--- config.mk ---
export PLATFORM = sky130hd
export DESIGN_NAME = inst_queue_flat
export DESIGN_NICKNAME = d
export VERILOG_FILES = /design/src/rtl/inst_queue_if.sv /design/src/rtl/inst_queue.sv /design/src/flat_wrapper.sv
export SDC_FILE = /design/constraint.sdc
export NUM_CORES = 1
export LEC_CHECK = 0
export CAP_MARGIN = 0
export CORE_ASPECT_RATIO = 0.7
export CORE_MARGIN = 2
export CORE_UTILIZATION = 40
export DETAILED_ROUTE_END_ITERATION = 7
export GPL_ROUTABILITY_DRIVEN = 0
export PLACE_DENSITY = 0.56
export SETUP_SLACK_MARGIN = 0.15
export SYNTH_ARGS = -nofsm -noshare
export SYNTH_HDL_FRONTEND = slang
export SYNTH_SLANG_ARGS = --single-unit
--- constraint.sdc ---
create_clock -name clk -period 10.1 [get_ports clk]
set_input_delay 1.01 -clock clk [delete_from_list [all_inputs] [get_ports clk]]
set_output_delay 1.01 -clock clk [all_outputs]
set_load 0.02 [all_outputs]
--- src/rtl/inst_queue_if.sv ---
// Fetch-to-decode instruction queue bus: push strobe/data in, head entry out, pop strobe in.
// Latency: wires only, no storage.
// Backpressure: IQ_is_full warns fetch one slot early; IQ_enable pops the presented head.
interface inst_queue_if #(
  parameter int INST_W = 32,
  parameter int ADDR_W = 32
);
  logic              IF_inst_valid;
  logic [INST_W-1:0] IF_inst;
  logic [ADDR_W-1:0] IF_pc;
  logic              IQ_is_full;
  logic              IQ_inst_valid;
  logic [INST_W-1:0] IQ_inst;
  logic [ADDR_W-1:0] IQ_pc;
  logic              IQ_enable;

  // Fetch/decoder side: drives pushes and pops, observes the head.
  modport master (
    output IF_inst_valid, IF_inst, IF_pc, IQ_enable,
    input  IQ_is_full, IQ_inst_valid, IQ_inst, IQ_pc
  );

  // Queue side.
  modport slave (
    input  IF_inst_valid, IF_inst, IF_pc, IQ_enable,
    output IQ_is_full, IQ_inst_valid, IQ_inst, IQ_pc
  );
endinterface

--- src/rtl/inst_queue.sv ---
// Circular FIFO of fetched instructions between fetch (push) and decoder (pop), flushable on mispredict.
// Latency: push visible at head 1 cycle later; head is presented combinationally from registered state.
// Backpressure: IQ_is_full at DEPTH-1 entries; push at DEPTH without a same-cycle pop is dropped; rdy=0 freezes.
module inst_queue #(
  parameter int DEPTH_LOG2 = 4,
  parameter int INST_W     = 32,
  parameter int ADDR_W     = 32
) (
  input  logic        clk,
  input  logic        rst,
  input  logic        rdy,
  input  logic        clear,
  inst_queue_if.slave iq
);

  localparam int DEPTH = 1 << DEPTH_LOG2;
  localparam int CNT_W = DEPTH_LOG2 + 1;
  localparam logic [CNT_W-1:0] C_DEPTH     = CNT_W'(DEPTH);
  localparam logic [CNT_W-1:0] C_NEAR_FULL = CNT_W'(DEPTH - 1);

  typedef struct packed {
    logic [INST_W-1:0] inst;
    logic [ADDR_W-1:0] pc;
  } entry_t;

  entry_t                r_mem [DEPTH];
  logic [DEPTH_LOG2-1:0] r_head;
  logic [DEPTH_LOG2-1:0] r_tail;
  logic [CNT_W-1:0]      r_count;

  logic   w_nonempty;
  logic   w_pop;
  logic   w_push;
  logic   w_adv;
  entry_t w_head_ent;

  assign w_nonempty = (r_count != '0);
  // A pop on an empty queue is ignored.
  assign w_pop      = iq.IQ_enable && w_nonempty;
  // At full, a push is only accepted if the head leaves in the same cycle.
  assign w_push     = iq.IF_inst_valid && ((r_count < C_DEPTH) || w_pop);
  // State only moves when globally ready and not being flushed.
  assign w_adv      = rdy && !clear;
  assign w_head_ent = r_mem[r_head];

  assign iq.IQ_inst_valid = w_nonempty;
  assign iq.IQ_inst       = w_nonempty ? w_head_ent.inst : '0;
  assign iq.IQ_pc         = w_nonempty ? w_head_ent.pc   : '0;
  // One slot of slack absorbs the push fetch has already registered.
  assign iq.IQ_is_full    = (r_count >= C_NEAR_FULL);

  // Storage write; contents need no reset since count gates visibility.
  always_ff @(posedge clk) begin
    if (w_adv && w_push) begin
      r_mem[r_tail] <= {iq.IF_inst, iq.IF_pc};
    end
  end

  // Pointer and occupancy update: freeze, then flush, then push/pop.
  always_ff @(posedge clk or negedge rst) begin
    if (!rst) begin
      r_head  <= '0;
      r_tail  <= '0;
      r_count <= '0;
    end else if (rdy) begin
      if (clear) begin
        r_head  <= '0;
        r_tail  <= '0;
        r_count <= '0;
      end else begin
        if (w_push) begin
          r_tail <= r_tail + DEPTH_LOG2'(1);
        end
        if (w_pop) begin
          r_head <= r_head + DEPTH_LOG2'(1);
        end
        case ({w_push, w_pop})
          2'b10:   r_count <= r_count + CNT_W'(1);
          2'b01:   r_count <= r_count - CNT_W'(1);
          default: r_count <= r_count;
        endcase
      end
    end
  end

endmodule
--- src/flat_wrapper.sv ---
// flat-port wrapper written by rule: the top's interface ports become plain ports
module inst_queue_flat 
#(
  parameter int DEPTH_LOG2 = 4,
  parameter int INST_W     = 32,
  parameter int ADDR_W     = 32
)
  (clk, rst, rdy, clear, iq_IF_inst_valid, iq_IF_inst, iq_IF_pc, iq_IQ_enable, iq_IQ_is_full, iq_IQ_inst_valid, iq_IQ_inst, iq_IQ_pc);
  inst_queue_if #(.INST_W(INST_W), .ADDR_W(ADDR_W)) iq_i ();
  input  logic clk;
  input  logic rst;
  input  logic rdy;
  input  logic clear;
  input wire logic [$bits(iq_i.IF_inst_valid)-1:0] iq_IF_inst_valid;
  input wire logic [$bits(iq_i.IF_inst)-1:0] iq_IF_inst;
  input wire logic [$bits(iq_i.IF_pc)-1:0] iq_IF_pc;
  input wire logic [$bits(iq_i.IQ_enable)-1:0] iq_IQ_enable;
  output wire logic [$bits(iq_i.IQ_is_full)-1:0] iq_IQ_is_full;
  output wire logic [$bits(iq_i.IQ_inst_valid)-1:0] iq_IQ_inst_valid;
  output wire logic [$bits(iq_i.IQ_inst)-1:0] iq_IQ_inst;
  output wire logic [$bits(iq_i.IQ_pc)-1:0] iq_IQ_pc;
  assign iq_i.IF_inst_valid = iq_IF_inst_valid;
  assign iq_i.IF_inst = iq_IF_inst;
  assign iq_i.IF_pc = iq_IF_pc;
  assign iq_i.IQ_enable = iq_IQ_enable;
  assign iq_IQ_is_full = iq_i.IQ_is_full;
  assign iq_IQ_inst_valid = iq_i.IQ_inst_valid;
  assign iq_IQ_inst = iq_i.IQ_inst;
  assign iq_IQ_pc = iq_i.IQ_pc;
  inst_queue #(.DEPTH_LOG2(DEPTH_LOG2), .INST_W(INST_W), .ADDR_W(ADDR_W)) u_core (.clk(clk), .rst(rst), .rdy(rdy), .clear(clear), .iq(iq_i));
endmodule
==> run summary <==
status = complete, no violations
antenna violations before repair = 9
post-synthesis sequential area ratio = 78.0%
Post-DRT Antenna Nets = 0
post-synth top area cell = edfxtp_1
min-delay worst type = flip-flop to flip-flop
global route overflow = 0
commonest non-fill, non-tap cell in the layout = edfxtp_1
Syn Area/Cell = 23.6 sq um
max incr delay on CP = 0.82 ns
Netlist cell types = 45
core area = 0.0984 sq mm
Crit path required time = 9.09 ns
CP cell instances = buf_4 > buf_4 > mux4_2 > mux2i_1 > o22ai_1 > clkdlybuf4s50_1
Rows = 96
Clock Root Buffer = clkbuf_16
Worst-path clk slew = 0.07 ns
area post-placement = 0.0426 sq mm
Fmax = 0.181 GHz
Leakage Power = 13.5 nW
CTS buffer count = 99
worst-path fanout max = 37
Worst path slowest cell = dfrtp_4
Cell Pwr Density = 244 mW/mm^2
unrepaired setup endpoints after global routing = false
synthesized instance count = 1,686
die height = 268 um
clk sinks = 1,037
cts hold-fix bufs = 0
width of the die = 381 um
final WL = 89,100 um
CP startpoint kind = flip-flop
Starting Density = 40.5%
drt drc = 0
VDD IR max = 172 uV
worst path bufs/invs = 3
Primary FF master, synth = edfxtp_1
IO Pins = 136
Skew-Pair Late Insertion Delay = 0.69 ns
r2r setup slk = 6.57 ns
final hold vios = 0
Layout fillers = 8,056
Worst Setup End Kind = output pin
Final Cycle Share = 54.6%
CTS tree = yes
Pwr Total = 11.2 mW
Yosys top cell area share = 77.2%
final setup TNS = 0 ns
via density per instance = 5.42
Layout area overhead = 14.9%
routed via count = 17,700
critical path's most frequent cell = buf_4
layout cells sized above 1 = 23.3%
critical path type = flip-flop to output pin
setup bufs post-CTS = 0
Post-Syn Area = 0.0398 sq mm
Least-Margin Pin Slew = 1.20 ns
# nets final = 1,939
Slew HR = 19.7%
post-CTS sizing = 0
largest net degree at the start of global routing = 159
Final setup viols = 0
critical path's top delay family = buffers and inverters
clock buffer depth = 3
vias in the first global route = 18,900
Final Skew = 0.0281 ns
flops & latches, synth = 1,037
1st-iter DRT viols = 1,419
total global-route track usage = 17.6%
number of flops mapped to enable cells by yosys = 1,024
TritonRoute pass-1 iters = 5
Ys Warns = 0
total of max-cap violations = 0
Mapped Nets = 1,763
ys async rst share = 1.25%
top cells by area, synth = edfxtp_1 77%, mux4_2 14%, mux2i_1 3.2%
max-slew violations = 0
drt wl/cell = 27.3 um
DP Wirelength = 44,300 um
most frequent cells in the layout = 1,024 x edfxtp_1, 256 x mux4_2, 135 x clkdlybuf4s50_1
fin area = 0.0458 sq mm
die area = 0.102 sq mm
H-tree levels = 3
CP arrival = 4.50 ns
PortBufs = 135
minimum clock period = 5.51 ns
first-pass GRT wire length = 130,000 um
power by group:
part / leakage [nW] / switching, mW / internal, mW
logic: 2.61 / 1.39 / 1.22
clock network: 1.53 / 1.57 / 2.04
registers: 9.38 / 0.104 / 4.83
cell usage after synthesis (all sizes together) (2+ instances only):
library cell	n
nand2b	4
buf	83
mux4	256
nand2	19
xor2	2
a22o	4
a21oi	3
nand4	2
clkbuf	9
o31ai	4
o21ai	8
a31oi	4
edfxtp	1024
o22ai	66
mux2i	129
nor3	7
nand3	2
a211oi	2
xnor2	3
dfrtp	13
ha	7
inv	5
nor2	16
worst paths after layout:
kind | from | endpoint | cells after the start
hold / removal | u_core.r_head[3] | u_core.r_head[3] | 1
setup / recovery | u_core.r_head[0] | iq_IQ_inst[8] | 6
hold reg to reg | u_core.r_head[3] | u_core.r_head[3] | 1
min in group asynchronous | rst | u_core.r_head[1] | 1
setup reg to reg | u_core.r_count[4] | u_core.r_mem[5][52] | 6
max in group asynchronous | rst | u_core.r_head[0] | 1
flip-flops by register name (all words and copies together) (netlist names):
name	cells
u_core.r_count	5
u_core.r_tail	4
u_core.r_head	4
u_core.r_mem	1024
per-layer routing:
metal	vias to the layer above	track usage [%]	routed length (um)
met5	-	0	80
met1	9539	24.2	39400
met3	131	3.82	4490
li1	7612	-	-
met2	418	28.8	43500
met4	12	4.25	1660
kinds of logic after synthesis:
kind of cell | synth area share [%]
fa+ha+maj | 0.220
mux | 17.7
simple gates | 0.672
compound gates | 1.70
flops | 78.0
buf+inv | 1.53
xor+xnor | 0.110
area by class of cell:
| class | count | area, sq um | area share, % |
|---|---|---|---|
| Antenna cell | 1 | 2.50 | 0.00547 |
| Clock buffer | 124 | 2610 | 5.71 |
| Clock inverter | 58 | 512 | 1.12 |
| Inverter | 5 | 18.8 | 0.0410 |
| Multi-Input combinational cell | 552 | 8260 | 18.0 |
| Sequential cell | 1037 | 31100 | 67.9 |
| Tap cell | 1323 | 1660 | 3.62 |
| Timing Repair Buffer | 167 | 1620 | 3.53 |
metrics by stage:
| step | hold slack [ns] | worst slack (ns) | cells | utilization [%] |
|---|---|---|---|---|
| after global routing | 0.610 | 4.17 | 3266 | 46.5 |
| after detailed placement | 0.552 | 5.07 | 3084 | 43.3 |
| after global placement | 0.545 | 5.17 | 3084 | 43.3 |
| final | 0.569 | 4.59 | 3267 | 46.5 |
| after floorplan | 0.461 | 3.35 | 1686 | - |
| after CTS | 0.564 | 4.39 | 3266 | 46.5 |
worst reg2reg max path: cells and delay by family, from the launching register on:
kind,cells,cell delay (ns)
AO/OA/AOI/OAI,1,0.13
flip-flops,1,0.42
AND/OR/NAND/NOR,3,1.56
buffers and inverters,2,0.97
No activity file was read; power rests on OpenSTA's default activity.
